## src/rtl/frame_sequencer.sv

```systemverilog
// frame_sequencer
//   Raster-scan controller for the edge-detection pixel path. Counts the
//   column/row of each accepted pixel beat, gates the pixel register stage,
//   picks which of three rotating line buffers the beat is written into, and
//   flags when a full 3x3 neighbourhood is available for the Sobel window.
//   Each frame is framed by start / busy / frame_done.
//
// Ports
//   clk          system clock, rising edge
//   reset        synchronous, active-low reset
//   start        begin a frame (only honoured in IDLE)
//   in_valid     upstream pixel beat present
//   pix_en       in_valid qualified by RUN (combinational)
//   wr_line_sel  line buffer written by the current beat (0,1,2)
//   wr_addr      column address of the current beat
//   win_valid    registered: window centred at (win_row, win_col) complete
//   win_row      centre row of the window
//   win_col      centre column of the window
//   busy         controller not idle
//   frame_done   one-cycle pulse after the last pixel of a frame
//   overrun      sticky: a beat arrived while not in RUN
module frame_sequencer #(
    parameter int IMG_W = 640,
    parameter int IMG_H = 480,
    parameter int CW    = 10,
    parameter int RW    = 9
) (
    input  logic          clk,
    input  logic          reset,
    input  logic          start,
    input  logic          in_valid,
    output logic          pix_en,
    output logic [1:0]    wr_line_sel,
    output logic [CW-1:0] wr_addr,
    output logic          win_valid,
    output logic [RW-1:0] win_row,
    output logic [CW-1:0] win_col,
    output logic          busy,
    output logic          frame_done,
    output logic          overrun
);

    localparam logic [1:0] S_IDLE = 2'd0;
    localparam logic [1:0] S_RUN  = 2'd1;
    localparam logic [1:0] S_DONE = 2'd2;

    localparam logic [CW-1:0] COL_LAST = CW'(IMG_W - 1);
    localparam logic [RW-1:0] ROW_LAST = RW'(IMG_H - 1);
    localparam logic [CW-1:0] COL_MIN  = CW'(2);
    localparam logic [RW-1:0] ROW_MIN  = RW'(2);

    logic [1:0]    state;
    logic [CW-1:0] col;
    logic [RW-1:0] row;
    logic [1:0]    line_sel;
    logic          accept;

    assign accept      = in_valid && (state == S_RUN);
    assign pix_en      = accept;
    assign wr_addr     = col;
    assign wr_line_sel = line_sel;
    assign busy        = (state != S_IDLE);
    // DONE lasts exactly one cycle, so the state itself is the pulse.
    assign frame_done  = (state == S_DONE);

    always_ff @(posedge clk) begin
        if (!reset) begin
            state     <= S_IDLE;
            col       <= '0;
            row       <= '0;
            line_sel  <= 2'd0;
            win_valid <= 1'b0;
            win_row   <= '0;
            win_col   <= '0;
            overrun   <= 1'b0;
        end else begin
            win_valid <= 1'b0;
            case (state)
                S_IDLE: begin
                    // A start clears overrun even if a stray beat arrives with it.
                    if (start) begin
                        state    <= S_RUN;
                        col      <= '0;
                        row      <= '0;
                        line_sel <= 2'd0;
                        overrun  <= 1'b0;
                    end else if (in_valid) begin
                        overrun <= 1'b1;
                    end
                end
                S_RUN: begin
                    if (in_valid) begin
                        // The beat at (row, col) completes the window centred one up/left.
                        if (row >= ROW_MIN && col >= COL_MIN) begin
                            win_valid <= 1'b1;
                            win_row   <= row - RW'(1);
                            win_col   <= col - CW'(1);
                        end
                        if (col == COL_LAST) begin
                            // Last pixel: counters and line select hold into DONE.
                            if (row == ROW_LAST) begin
                                state <= S_DONE;
                            end else begin
                                col      <= '0;
                                row      <= row + RW'(1);
                                line_sel <= (line_sel == 2'd2) ? 2'd0 : line_sel + 2'd1;
                            end
                        end else begin
                            col <= col + CW'(1);
                        end
                    end
                end
                S_DONE: begin
                    state <= S_IDLE;
                    if (in_valid) begin
                        overrun <= 1'b1;
                    end
                end
                default: state <= S_IDLE;
            endcase
        end
    end

endmodule

```

## config.mk

```make
export PLATFORM = sky130hd
export DESIGN_NAME = frame_sequencer
export DESIGN_NICKNAME = d
export VERILOG_FILES = /design/src/rtl/frame_sequencer.sv
export SDC_FILE = /design/constraint.sdc
export NUM_CORES = 1
export LEC_CHECK = 0
export ABC_AREA = 1
export BUFFER_PORTS_ARGS = -buffer_cell sky130_fd_sc_hd__buf_2
export CAP_MARGIN = 20
export CORE_UTILIZATION = 50
export DETAILED_ROUTE_END_ITERATION = 8
export PLACE_DENSITY = 0.83
export SETUP_SLACK_MARGIN = 0.05
export SLEW_MARGIN = 20
export SYNTH_ARGS = -nofsm -noshare
export SYNTH_HDL_FRONTEND = slang
export SYNTH_SLANG_ARGS = --single-unit
```

## constraint.sdc

```tcl
create_clock -name clk -period 4.96 [get_ports clk]
set_clock_uncertainty 0.1 [all_clocks]
set_input_delay 0.992 -clock clk [delete_from_list [all_inputs] [get_ports clk]]
set_output_delay 0.992 -clock clk [all_outputs]
set_load 0.01 [all_outputs]
```

-- Yosys cells after proc, flatten, opt, wreduce, memory -nomap -nowiden
Cells that the tools add are included.
- flip-flop bits (word level): 44
- input port bits: 4
- output and inout port bits: 36
- word-level logic and storage cells: 62
- add/subtract/negate cells: 5
- $lt $le $gt $ge: 2
- equal/unequal tests: 11
- muxes and demuxes: 25
- reductions and logical operators: 11
- operator list (operator ; count):
    $mux 10 ; 4
    $mux 9 ; 4
    $pmux 10 s2 ; 1
    $mux 2 ; 9
    $pmux 9 s2 ; 1
    $add 10x1->10 const B ; 1
    $eq 10x10->1 const B ; 1
    $ge 10x2->1 const B ; 1
    $sub 10x1->10 const B ; 1
    $add 9x1->9 const B ; 1
    $eq 9x9->1 const B ; 1
    $ge 9x2->1 const B ; 1
    $sub 9x1->9 const B ; 1
    $pmux 2 s2 ; 2
    $reduce_and 4->1 ; 2
    $ne 2x2->1 const B ; 3
    $reduce_and 3->1 ; 2
    $reduce_bool 2->1 ; 3
    $reduce_and 5->1 ; 1
    $eq 2x2->1 const B ; 2
    $ne 2x1->1 const B ; 2
    $mux 1 ; 3
    $ne 3x3->1 const B ; 1
    $add 2x1->2 const B ; 1
    4 further kinds ; 5

-- Depth between registers and ports, before layout
- depth after elaboration: 6
- gate-level depth with buffers: 11
- gate-level depth less buffers: 10

-- Least setup slack after synthesis
OpenSTA, ideal clock, no wires.
- path type: input port to output port
- start: in in_valid
- end: out pix_en
- arrival: 1129 ps
- setup slack: 2739 ps
- cell stages on the path: 2
- cells stage by stage: nand2_4 > inv_2
- cells in the longest elaborated chain, start to end: 1
- ends and longest elaborated chain (what ; RTL line ; source):
    from (decl) ; 31 ; input logic in_valid,
    $logic_and 1x1->1 ; 58 ; assign accept = in_valid && (state == S_RUN);
    to (decl) ; 32 ; output logic pix_en,
No other way between the ends.

-- Worst setup path after layout
Same ends and word-level chain as after synthesis.

==> metrics <==
# rows=26; syn avg cell area=6.583 um2; sequential fraction of the synthesis area=32.96%; Synth area leaders=dfxtp_1, nand2_1, nor2_1; H-tree depth=2; number of synthesized register bits=between 40 and 50; CTS Hold Buffers Added=0; DR WL/cell=11.72 um; FMAX=approximately 0.4 GHz; Pre-antenna DRT Iters=4; chip height=between 70 and 80 um; Setup WS pre-CTS=2457 ps; CTS Buf Count=5; via count=2,561; pins over their slew limit=0; Reg2Reg Depth=8; total track usage=between 20 and 25%; post-synth cell types=31; largest net degree at the start of global routing=32; # diodes=0; Setup crit start kind=input port; Post-CTS Setup Inserts=0; status=completed; leakage=around 0.0014 uW; fill cell count=513; GPL Wtd Cong=0.9114; Max VDD drop=~0.15 mV; post-CTS sizing=0; critical path class=in2out; CTS tree=yes; Root Driver=clkbuf_8; crit path DAT=1420 ps; number of enable flip-flop cells after synthesis=0; RSZ-0062 raised after global routing=false; ratio of final minimum period to clock period=50.61%; DRC Markers=0; Die Width=approximately 75 um; Async SR Flop Fraction=0%; min Tclk post-route=~2500 ps; Area growth, synth to finish=11.52%; flip-flop and latch area=between 800 and 900 um2; crit end category=output pin; Nets=448; Antenna Violating Nets Remaining=0; Hold Path Class=reg2reg; Top FF cell, synth=dfxtp_1; via density per instance=5.031; Power Dens Cells=253.2 nW/um2; Max Fanout on Critical Path=4; relative slew slack=between 60 and 70%; global route overflow=0; Final WS setup=2450 ps; Synth area leader=dfxtp_1; Clock Pin Slew Worst Setup and Hold Paths=80 ps; max_cap viols=0; area of the multi-input gates=1511 um2; worst slew pin tran=511.7 ps; overall power=~750 uW; Data required, critical path=around 3900 ps; drt initial violations=140; global-route wire length before repair=9.639 mm; Post-Syn Area=2673 um2; Initial Util=52.00%; die area=around 5600 um2; I/O Buffers=39; Longest Clk Path Bufs=2; Setup violations, final=0; core area=5140 um2; most frequent cells in the layout=nand2_1, nor2_1, inv_1, dfxtp_1, buf_2; layout cells sized above 1=16.86%; Final Hold Slack=379.0 ps; Hold Path Stages=2; cells after synthesis=406; clock sink count=44; Post-DP HPWL=4.268 mm; WL final=5.968 mm; Clk Latency, worst-skew pair=290 ps; Mapped Nets=416; final hold viol count=0; most common cell after layout, fill and taps aside=nand2_1; Synth warnings=0; post-synth top area share=about a third; initial antenna violation count=0; num ports=40; number of global-route vias before repair=2,171; Setup TNS=0 ps
## final cells by class
class / instances / share of cell area [%]
Clock buffer: 6 / 2.435
Clock inverter: 2 / 1.175
Inverter: 52 / 6.633
Multi-Input combinational cell: 296 / 50.71
Sequential cell: 44 / 29.55
Tap cell: 70 / 2.939
Timing Repair Buffer: 39 / 6.549
## sequential cells by signal, summed over array words and instances (netlist names)
| signal | count |
|---|---|
| win_col | 10 |
| wr_addr | 10 |
| row | 9 |
| win_row | 9 |
| state | 2 |
| wr_line_sel | 2 |
| overrun | 1 |
| win_valid | 1 |
## Yosys cell counts, drive strengths merged, types with 2 or more instances
| master | instances |
|---|---|
| buf | 11 |
| nand4 | 11 |
| nor2 | 88 |
| clkbuf | 3 |
| nor3b | 2 |
| nor3 | 8 |
| inv | 51 |
| nand2 | 101 |
| ha | 6 |
| a21oi | 17 |
| dfxtp | 44 |
| o21ai | 21 |
| xor2 | 16 |
| nand3 | 23 |
## logic make-up after synthesis
family                   synth area share, %
adder cells (fa/ha/maj)                2.809
AND/OR/NAND/NOR                        40.68
XOR/XNOR                               5.571
flip-flops                             32.96
buffers and inverters                  10.49
AO/OA/AOI/OAI                          7.491
## worst max-delay path, cell delays in order
cell	delay, ps
buf_2	130
nand2_4	90
inv_2	80
buf_2	130
## power breakdown
group / total (uW) / internal, uW / switching, uW
Clock: 275 / 150 / 125
Sequential: 363 / 358 / 5.49
Combinational: 116 / 35.5 / 80.9
Total: 755 / 543 / 212
## metrics by stage
stage | util, % | instances | instance area [um2]
detailed placement | 55.89 | 501 | 2873
finish | 57.98 | 509 | 2980
floorplan | - | 406 | 2673
global route | 57.98 | 509 | 2980
CTS | 57.98 | 509 | 2980
global placement | 55.89 | 501 | 2873
## path summary, 6_finish.rpt
path	startpoint	end	slack (ps)
worst min register to register	win_row[6]$_SDFFE_PN0P_	win_row[6]$_SDFFE_PN0P_	380
worst min-delay path	win_row[6]$_SDFFE_PN0P_	win_row[6]$_SDFFE_PN0P_	380
worst max-delay path	in_valid	pix_en	2450
worst max register to register	wr_addr[1]$_SDFFE_PN0P_	row[3]$_SDFFE_PN0P_	3030
## routing by layer
| layer | share of wire, % | GRT usage, % |
|---|---|---|
| met5 | 0 | 0 |
| met4 | 1.6 | 9.434 |
| met3 | 7.4 | 3.213 |
| met2 | 46 | 35.24 |
| met1 | 45 | 30.01 |
No activity file was read; power rests on OpenSTA's default activity.
